===== src/rtl/seg_scan_driver.sv =====
// Multiplexed seven-segment scanner: prescaled PWM sub-phases per digit slot,
// frame-synchronous shadow capture, per-digit blanking, DP and leading-zero suppression.
module seg_lane #(
  parameter int IDX = 0
) (
  input  logic [3:0] nib,
  input  logic       upper_zero,
  input  logic       lz,
  output logic [6:0] seg,
  output logic       suppress
);
  // Digit 0 is always shown so an all-zero value still reads "0".
  assign suppress = lz && (IDX != 0) && upper_zero && (nib == 4'h0);

  always_comb begin
    seg = 7'h7F;
    case (nib)
      4'h0: seg = 7'h40;
      4'h1: seg = 7'h79;
      4'h2: seg = 7'h24;
      4'h3: seg = 7'h30;
      4'h4: seg = 7'h19;
      4'h5: seg = 7'h12;
      4'h6: seg = 7'h02;
      4'h7: seg = 7'h78;
      4'h8: seg = 7'h00;
      4'h9: seg = 7'h10;
      4'hA: seg = 7'h08;
      4'hB: seg = 7'h03;
      4'hC: seg = 7'h46;
      4'hD: seg = 7'h21;
      4'hE: seg = 7'h06;
      4'hF: seg = 7'h0E;
      default: seg = 7'h7F;
    endcase
  end
endmodule

module seg_scan_driver #(
  parameter int NUM_DIGITS  = 4,
  parameter int REFRESH_DIV = 50000,
  parameter int BRIGHT_W    = 4
) (
  input  logic                    clk_in,
  input  logic                    rst,
  input  logic [4*NUM_DIGITS-1:0] digits_in,
  input  logic [NUM_DIGITS-1:0]   dp_in,
  input  logic [NUM_DIGITS-1:0]   blank_in,
  input  logic                    lz_blank,
  input  logic [BRIGHT_W-1:0]     brightness,
  output logic [NUM_DIGITS-1:0]   AN,
  output logic [6:0]              LEDout,
  output logic                    DP,
  output logic                    frame_tick
);
  localparam int PW = (REFRESH_DIV > 1) ? $clog2(REFRESH_DIV) : 1;
  localparam int IW = $clog2(NUM_DIGITS);

  logic [PW-1:0]       pre;
  logic [BRIGHT_W-1:0] sub;
  logic [IW-1:0]       idx;
  logic                started;

  logic [NUM_DIGITS-1:0][3:0] sh_dig;
  logic [NUM_DIGITS-1:0]      sh_dp, sh_blank;
  logic                       sh_lz;

  logic [NUM_DIGITS-1:0][6:0] lane_seg;
  logic [NUM_DIGITS-1:0]      lane_sup;
  logic [NUM_DIGITS:1]        zchain;   // zchain[i]: digits i..N-1 all zero

  logic sub_tick, sub_wrap, wrap, lit;

  assign sub_tick = (pre == PW'(REFRESH_DIV - 1));
  assign sub_wrap = sub_tick && (sub == '1);
  assign wrap     = started && sub_wrap && (idx == IW'(NUM_DIGITS - 1));

  assign zchain[NUM_DIGITS] = 1'b1;

  genvar gi;
  generate
    for (gi = 0; gi < NUM_DIGITS; gi++) begin : g_lane
      seg_lane #(.IDX(gi)) u_lane (
        .nib       (sh_dig[gi]),
        .upper_zero(zchain[gi+1]),
        .lz        (sh_lz),
        .seg       (lane_seg[gi]),
        .suppress  (lane_sup[gi])
      );
      if (gi > 0) begin : g_zc
        assign zchain[gi] = zchain[gi+1] && (sh_dig[gi] == 4'h0);
      end
    end
  endgenerate

  assign lit = (sub < brightness) && !sh_blank[idx] && !lane_sup[idx];

  // The first edge after reset only loads the shadows, so the first lit
  // cycle already shows the captured value instead of a stale zero.
  always_ff @(posedge clk_in or negedge rst) begin
    if (!rst) begin
      started  <= 1'b0;
      pre      <= '0;
      sub      <= '0;
      idx      <= '0;
      sh_dig   <= '0;
      sh_dp    <= '0;
      sh_blank <= '0;
      sh_lz    <= 1'b0;
    end else begin
      started <= 1'b1;
      if (!started || wrap) begin
        sh_dig   <= digits_in;
        sh_dp    <= dp_in;
        sh_blank <= blank_in;
        sh_lz    <= lz_blank;
      end
      if (started) begin
        pre <= sub_tick ? '0 : pre + 1'b1;
        if (sub_tick) sub <= sub + 1'b1;
        if (sub_wrap) idx <= (idx == IW'(NUM_DIGITS - 1)) ? '0 : idx + 1'b1;
      end
    end
  end

  // Registered outputs: one anode at a time, switched in a single edge.
  always_ff @(posedge clk_in or negedge rst) begin
    if (!rst) begin
      AN         <= '1;
      LEDout     <= 7'h7F;
      DP         <= 1'b1;
      frame_tick <= 1'b0;
    end else begin
      frame_tick <= wrap;
      if (started && lit) begin
        AN     <= ~({{(NUM_DIGITS-1){1'b0}}, 1'b1} << idx);
        LEDout <= lane_seg[idx];
        DP     <= ~sh_dp[idx];
      end else begin
        AN     <= '1;
        LEDout <= 7'h7F;
        DP     <= 1'b1;
      end
    end
  end
endmodule


===== config.mk =====
export PLATFORM = sky130hd
export DESIGN_NAME = seg_scan_driver
export DESIGN_NICKNAME = d
export VERILOG_FILES = /design/src/rtl/seg_scan_driver.sv
export SDC_FILE = /design/constraint.sdc
export NUM_CORES = 1
export LEC_CHECK = 0
export ABC_AREA = 1
export CORE_MARGIN = 2
export CORE_UTILIZATION = 46
export DETAILED_ROUTE_END_ITERATION = 7
export DONT_BUFFER_PORTS = 1
export HOLD_SLACK_MARGIN = 0.12
export PLACE_DENSITY = 0.63
export SLEW_MARGIN = 15
export SYNTH_ARGS = -nofsm -noshare
export SYNTH_HDL_FRONTEND = slang
export SYNTH_SLANG_ARGS = --single-unit

===== constraint.sdc =====
create_clock -name clk_in -period 2.8 [get_ports clk_in]
set_input_delay 0.84 -clock clk_in [delete_from_list [all_inputs] [get_ports clk_in]]
set_output_delay 0.84 -clock clk_in [all_outputs]
set_load 0.005 [all_outputs]

* After elaboration in Yosys (flattened, before gate mapping)
Memories as Yosys holds them, arrays and structs flattened. Cells that the tools add are included. W data, S select, Z words.
Cells by class: $add $sub $neg 3, $mul 0, div/mod/pow operators 0, magnitude comparators 2, equality and inequality tests 3, shifts and indexed selects 1, multiplexer cells 13, bitwise logic cells 2, reductions and logical operators 20
Operators with widths (count):
- $add A16 B1 Y16 const B | 1
- $eq A16 B16 Y1 const B | 1
- $mux W16 | 1
- $bmux W7 S2 | 1
- $mux W7 | 2
- $logic_not A4 Y1 | 3
- $logic_and A1 B1 Y1 | 11
- $bmux W1 S2 | 3
- $add A4 B1 Y4 const B | 1
- $eq A4 B4 Y1 const B | 1
- $lt A4 B4 Y1 | 1
- $mux W1 | 4
- $mux W4 | 1
- $not A4 Y4 | 1
- $reduce_and A2 Y1 | 2
- $shl A1 B2 Y4 const A | 1
- $logic_not A1 Y1 | 3
- $lt A2 B3 Y1 const B | 1
- $add A2 B1 Y2 const B | 1
- $eq A2 B2 Y1 const B | 1
- $mux W2 | 1
- $logic_or A1 B1 Y1 | 1
- $not A1 Y1 | 1
Word-level totals: flip-flop bits (word level) 61, bits in latches 0, memory bits (writable) 0, ROM bits 448, input bits 31, output and inout bits 13, logic and storage cells 63, memories kept 4
Memories:
- (no name shown) | depth 16, bits a word 7, rd ports 1, clocked after memory_dff 0, wr ports 0, line 17 | case (nib)
- (no name shown) | depth 16, bits a word 7, rd ports 1, clocked after memory_dff 0, wr ports 0, line 17
- (no name shown) | depth 16, bits a word 7, rd ports 1, clocked after memory_dff 0, wr ports 0, line 17
- (no name shown) | depth 16, bits a word 7, rd ports 1, clocked after memory_dff 0, wr ports 0, line 17

* Longest topological paths before layout
Gate-level depths: netlist of run 1.
depth in word-level cells 10, depth in mapped cells 10

* Cells and area by module
From an unflattened synthesis of run 1, not the netlist that was laid out.
Unflattened totals: cells, all modules 597, area total of the unflattened synthesis 4305.4 µm²
Modules (own cells, without submodules):
- seg_scan_driver | instances 1, cells each 390, area each 3138.0 µm², seq. area each 1541.5 µm²
- seg_lane at g_lane[1].u_lane ... | instances 3, cells each 52, area each 294.0 µm², seq. area each 0.0 µm²
- seg_lane at g_lane[0].u_lane | instances 1, cells each 51, area each 285.3 µm², seq. area each 0.0 µm²

* Worst setup path after synthesis of run 1
No wires, ideal clock.
kind input to register, start in brightness[1], end reg LEDout[4], setup time 0.077 ns, data arrival time 1.779 ns, path slack 0.944 ns, stages on the path 8, buffers on the path 1, cell sequence inv_1 ha_1 a21boi_0 o21ai_0 a21boi_0 nor2_2 buf_6 nand2_1
Between the ends: cells in the longest elaborated chain, start to end 5
RTL lines:
- start: declaration | line 50 | input logic [BRIGHT_W-1:0] brightness,
- $lt A4 B4 Y1 | line 96 | assign lit = (sub < brightness) && !sh_blank[idx] && !lane_sup[idx];
- $logic_and A1 B1 Y1 (2 in a row) | line 96
- $logic_and A1 B1 Y1 | line 135 | if (started && lit) begin
- $mux W7 | line 135
- end signal: assignment | line 137 | LEDout <= lane_seg[idx];
- end: declaration | line 52 | output logic [6:0] LEDout,
Every way passes these cells. A chain may end at the register's enable or synchronous reset.

* Worst setup path in the final report of run 1
start reg idx[0], end reg sh_dig[5] (netlist name)
Between the ends: cells in the longest elaborated chain, start to end 3
RTL lines:
- start: declaration | line 61 | logic [IW-1:0] idx;
- start signal: assignment | line 121 | if (sub_wrap) idx <= (idx == IW'(NUM_DIGITS - 1)) ? '0 : idx + 1'b1;
- $eq A2 B2 Y1 | line 76 | assign wrap = started && sub_wrap && (idx == IW'(NUM_DIGITS - 1));
- $logic_and A1 B1 Y1 | line 76
- $logic_or A1 B1 Y1 | line 112 | if (!started || wrap) begin
- end signal: assignment | line 113 | sh_dig <= digits_in;
- end: declaration | line 64 | logic [NUM_DIGITS-1:0][3:0] sh_dig;
Every way passes these cells.

==> impl_results.md, run 1 <==
* Outcome: complete, no violations
* Buffers on Ports at 0
* Tot GR Track Use at 20.2%
* Yosys top cell area share at 29.1%
* Worst path required time at approximately 3.1 ns
* Sum of negative setup slack at 0 ns
* Die width at about 100 um
* Worst Setup End Kind: register
* Tightest Pin Transition at about 0.6 ns
* # resized after CTS at 0
* Post-synth top area cell: dfrtp_1
* Maximum achievable frequency at between 500 and 600 MHz
* Drt wl/cell at about 14 um
* Synth async-reset ratio at 100%
* H-tree levels at 3
* Cells after Synth at 562
* Crit path arrival time at between 2 and 2.5 ns
* CTS tree: yes
* Routed Antenna Nets at 0
* Syn_nets at 625
* Hold Fails Final Rpt at 0
* Cts bufs inserted at 9
* Post-DP HPWL at 6.58 mm
* Mapped Area at 4220 um^2
* Clock root buffer: clkbuf_8
* Clock latency on the worst-skew pair at 0.36 ns
* Setup bufs post-CTS at 0
* Drt total wl at 9.20 mm
* PnR Total Power at 2.53 mW
* Vias/cell at 5.30
* Largest cells by area after synthesis: dfrtp_1 29%, nand2_1 15%, ha_1 9.5%, dfstp_2 7.5%, nand3_1 6.1%
* Layout Nets at 617
* Crit Path Class: reg2reg
* Global-route wire length before repair at roughly 16 mm
* Worst r2r dst: sh_dig[5]
* FF-to-FF setup slack at 0.82 ns
* Unique masters post-synth at 35
* P&R area growth vs syn at 6.14%
* Final Max Slew Viols at 0
* IO Count at 44
* Post-synth EDFFs at 0
* Hold buffers post-CTS at 0
* Clock Skew at between 0.015 and 0.02 ns
* Register area share after synthesis at 36.5%
* Register bit total from synthesis at 61
* R2R cell count at 5
* Reg clk slew, reported paths at 0.08 ns
* GPL Wtd Cong at roughly 0.93
* Critical Path Start Type: register
* Final setup vio count at 0
* Pre-antenna DRT Iters at 5
* Crit path max fanout at 25
* Via Count at 3533
* DR DRC count at 0
* Most frequent cells in the layout: 169 x nand2_1, 54 x inv_1, 51 x nand3_1
* Total grt overflow at 0
* Yosys Warn Count at 0
* Min cycle time layout at 1.98 ns
* Share of layout cells above drive strength 1 at 12.9%
* Die Y at between 90 and 100 um
* Period utilization at 70.7%
* Starting density of the core at a little under half
* Cell area power density at 564 nW/um^2
* Commonest non-fill, non-tap cell in the layout: nand2_1
* Dpl ws at 0.668 ns
* Number of buffers on the longest clock path at 2
* Primary FF master, synth: dfrtp_1
* Fill cell count at 859
* Clock sinks at 61
* Worst setup margin at 0.821 ns
* Lkg Pwr at ~2.2 nW
* Initial antenna violation count at 0
* R2r startpoint: idx[0]
* Dpl cell area at 4230 um^2
* Antenna Cells at 0
* Hold Path Class: in2async
* Vias in the first global route at 3284
* Max_cap viols at 0
* Largest net degree at the start of global routing at 62
* Core Area at 8810 um^2
* Syn Area/Cell at 7.50 um^2
* Initial drt markers at between 200 and 250
* Design area at 4480 um^2
* Floorplan row count at 34
* Worst slew margin at 58.8%
* Die footprint at 9950 um^2
* Peak supply drop at approximately 0.3 mV
* RSZ-0062 raised after global routing: false
-- synthesized netlist by cell type, types with 4 or more instances --
cell	instances
a21oi_1	11
a31oi_1	4
buf_2	11
buf_6	5
dfrtp_1	49
dfstp_2	12
ha_1	32
inv_1	54
inv_2	6
nand2_1	169
nand2_2	4
nand3_1	51
nand3_2	22
nor2_1	48
nor2_2	4
nor2_4	4
nor3_1	7
o211ai_1	6
o21ai_0	36
xor2_1	5
-- worst max-delay path, cell delays in order, from the launching register on --
cell	delay [ns]
dfrtp_1	0.70
ha_1	0.33
inv_1	0.12
o21bai_4	0.53
nand2_1	0.13
nand2_1	0.09
-- area by class of cell --
type,instances,area (um^2),area share (%)
Timing Repair Buffer,1,7.51,0.168
Multi-Input combinational cell,420,2320,51.8
Clock inverter,7,123,2.74
Tap cell,108,135,3.02
Sequential cell,61,1540,34.4
Inverter,61,229,5.11
Clock buffer,9,124,2.77
-- worst max path at each step --
stage | startpoint | endpoint | slack [ns] | depth (start not counted)
after floorplan | brightness[1] | LEDout[4] | 0.94 | 8
after global placement | brightness[1] | LEDout[1] | 0.68 | 7
after detailed placement | brightness[1] | LEDout[1] | 0.67 | 7
after CTS | idx[0] | sh_dig[5] | 0.78 | 5
after global routing | idx[0] | sh_dig[6] | 0.58 | 5
final | idx[0] | sh_dig[5] | 0.82 | 5
-- report_power, final --
part	leakage [nW]	internal (mW)	switching [mW]
Combinational	1.33	0.167	0.257
Sequential	0.749	0.984	0.124
Clock	0.116	0.595	0.398
Total	2.20	1.75	0.778
-- stage by stage --
step / cells / hold slack [ns] / util [%]
floorplan: 562 / 0.466 / -
global placement: 651 / 0.481 / 48.0
detailed placement: 651 / 0.485 / 48.0
CTS: 667 / 0.155 / 50.8
global route: 667 / 0.145 / 50.8
finish: 667 / 0.163 / 50.8
-- flip-flops by register name, summed over array words and instances (netlist names) --
| register | count |
|---|---|
| AN | 4 |
| pre | 16 |
| sh_dp | 4 |
| LEDout | 7 |
| sub | 4 |
| started | 1 |
| idx | 2 |
| frame_tick | 1 |
| sh_blank | 4 |
| sh_lz | 1 |
| sh_dig | 16 |
| DP | 1 |
-- layer usage --
metal / share of wire (%) / track usage [%] / vias up
met1: 48 / 28.4 / 1624
met4: 1.8 / 8.01 / 0
met3: 5.7 / 4.15 / 14
met2: 44 / 30.6 / 105
li1: - / - / 1790
met5: 0 / 0 / -
-- kinds of logic (layout without fill, tap and decap cells) --
logic type                 Yosys count  after routing  share of synthesized area (%)
and+or+nand+nor                    316            316                           35.4
buffers and inverters               81             78                           8.51
AOI/OAI and AO/OA                   65             65                           8.75
DFF                                 61             61                           36.5
adders and majority gates           32             32                           9.49
xor gates and xnor gates             6              6                           1.25
other                                1              1                         0.0889
(Power assumes the default switching activity.)
==> run 2, diff against run 1 <==
--- a/config.mk
+++ b/config.mk
@@ -11,7 +11,7 @@
 export DETAILED_ROUTE_END_ITERATION = 7
 export DONT_BUFFER_PORTS = 1
 export HOLD_SLACK_MARGIN = 0.12
-export PLACE_DENSITY = 0.63
+export PLACE_DENSITY = 0.65
 export SLEW_MARGIN = 15
 export SYNTH_ARGS = -nofsm -noshare
 export SYNTH_HDL_FRONTEND = slang
==> constraint.sdc (replaced) <==
create_clock -name clk_in -period 1.79 [get_ports clk_in]
set_input_delay 0.537 -clock clk_in [delete_from_list [all_inputs] [get_ports clk_in]]
set_output_delay 0.537 -clock clk_in [all_outputs]
set_load 0.005 [all_outputs]
==> impl_results.md, run 2 (synthesized netlist as in run 1, its figures left out) <==
* Hold Path Class: in2async
* Worst r2r dst: sh_dp[0]
* Routed Antenna Nets at 0
* Initial antenna violation count at 0
* Number of buffers on the longest clock path at 2
* Reg clk slew, reported paths at around 0.070 ns
* Dpl ws at around 0.12 ns
* Largest net degree at the start of global routing at 62
* Critical Path Start Type: register
* Commonest non-fill, non-tap cell in the layout: nand2_1
* Global Route met3 Usage at 4.99%
* Post-DP HPWL at 6.91 mm
* Share of layout cells above drive strength 1 at roughly 16%
* GPL Wtd Cong at approximately 0.96
* Cts bufs inserted at 9
* Drt wl/cell at between 10 and 15 um
* CTS tree: yes
* Global-route wire length before repair at 15.9 mm
* Fin Hold WS at -0.129 ns
* Maximum achievable frequency at 606 MHz
* Delay-heaviest family, CP: simple AND/OR/NAND/NOR gates
* Worst Setup End Kind: register
* Most frequent cells in the layout: 169 x nand2_1, 54 x inv_1, 51 x nand3_1
* Lkg Pwr at 2.30 nW
* CP most frequent cell: nand2_1
* Layout Nets at 637
* Worst path required time at 2.03 ns
* Crit path arrival time at 1.89 ns
* Peak supply drop at 0.443 mV
* Vias in the first global route at 3449
* Crit Path Class: reg2reg
* WP buf/inv at 2
* Worst setup margin at between 0.1 and 0.15 ns
* H-tree levels at 3
* Die Y at 99.8 um
* Clock latency on the worst-skew pair at 0.36 ns
* Buffers on Ports at 0
* P&R area growth vs syn at 9.73%
* Tot GR Track Use at 20.3%
* Outcome: finished, violations left
* Antenna Cells at 0
* Met1 Usage GRT at 28.0%
* Period utilization at 92.2%
* Clock sinks at 61
* Slowest stage delay, CP at 0.40 ns
* Biggest regs: pre (16), sh_dig (16), LEDout (7)
* Via Count at around 3600
* Failing checks: hold timing
* Sum of negative setup slack at 0 ns
* Vias/cell at about 5.3
* Floorplan row count at 34
* Core Area at 8810 um^2
* R2r startpoint: pre[0]
* Total grt overflow at 0
* Initial drt markers at approximately 250
* Die footprint at 9950 um^2
* Crit path max fanout at 25
* CP max-delay cell: dfrtp_1
* Cell area power density at around 800 nW/um^2
* Max_cap viols at 0
* FF-to-FF setup slack at 0.14 ns
* DR DRC count at 0
* Met2 usage at 31.2%
* Starting density of the core at 47.9%
* Hold Fails Final Rpt at 49
* RSZ-0062 raised after global routing: false
* Clock Skew at 0.00885 ns
* Die width at 99.8 um
* CP Cell Sequence: ha_1, nand3_2, clkinv_1, nand2_1, nor2_4, nand4_4, buf_12, nand3_1, nand2_1
* IO Count at 44
* Final Max Slew Viols at 0
* Pre-antenna DRT Iters at 7
* Final setup vio count at 0
* Gr busiest metal: met2
* Clock root buffer: clkbuf_8
* R2R cell count at 9
* Drt total wl at 9.38 mm
* Fill cell count at ~850
* Min cycle time layout at 1.65 ns
run 2: changes by cell type in the layout (fill, tap and decap cells not counted):
cell	change
clkinvlp_4	-2
bufinv_16	-2
dfrtp_2	+1
dfrtp_1	-1
buf_4	+17
a31oi_1	-1
buf_12	+3
clkbuf_1	+2
clkbuf_8	+2
a31oi_2	+1
inv_6	-1
clkinv_2	+1
run 2: cell type report:
class                      count  area (um^2)  area share [%]
tap                          108          135            2.92
clock buffer                  13          159            3.43
timing repair buffer          21          195            4.22
inverter                      61          229            4.95
clock inverter                 3         43.8           0.946
sequential                    61         1540            33.3
multi-input combinational    420         2320            50.2
run 2: power breakdown:
group	switching (mW)	total, mW	internal, mW
logic	0.449	0.746	0.297
clock network	0.547	1.27	0.720
registers	0.164	1.71	1.54
run 2: what timing repair did:
action | in CTS | in global routing
endpoints found under the setup margin | 0 | 11
buffers inserted | 0 | 0
resized for setup | 0 | 2
endpoints found under the hold margin | 61 | 61
run 2: layer usage:
metal,share of wire [%],vias to the layer above
met2,45,112
met1,48,1679
met3,5.8,12
met4,1.4,0
met5,0,-
li1,-,1832
run 2: through the flow:
step | total power, mW | instances | cell area (um^2) | util [%]
2_1_floorplan | 2.28 | 562 | 4220 | -
6_report | 3.72 | 687 | 4630 | 52.6
3_3_place_gp | 2.44 | 671 | 4420 | 50.2
4_1_cts | 3.75 | 687 | 4620 | 52.5
3_5_place_dp | 2.46 | 671 | 4420 | 50.2
5_1_grt | 3.97 | 687 | 4630 | 52.6
run 2: worst max-delay path by stage:
stage,end,from,depth (start not counted)
global route,sh_blank[1],pre[0],9
CTS,LEDout[1],sh_dig[9],7
finish,sh_dp[0],pre[0],9
global placement,LEDout[1],sh_dig[8],7
detailed placement,LEDout[1],sh_dig[9],7
floorplan,LEDout[4],brightness[1],8
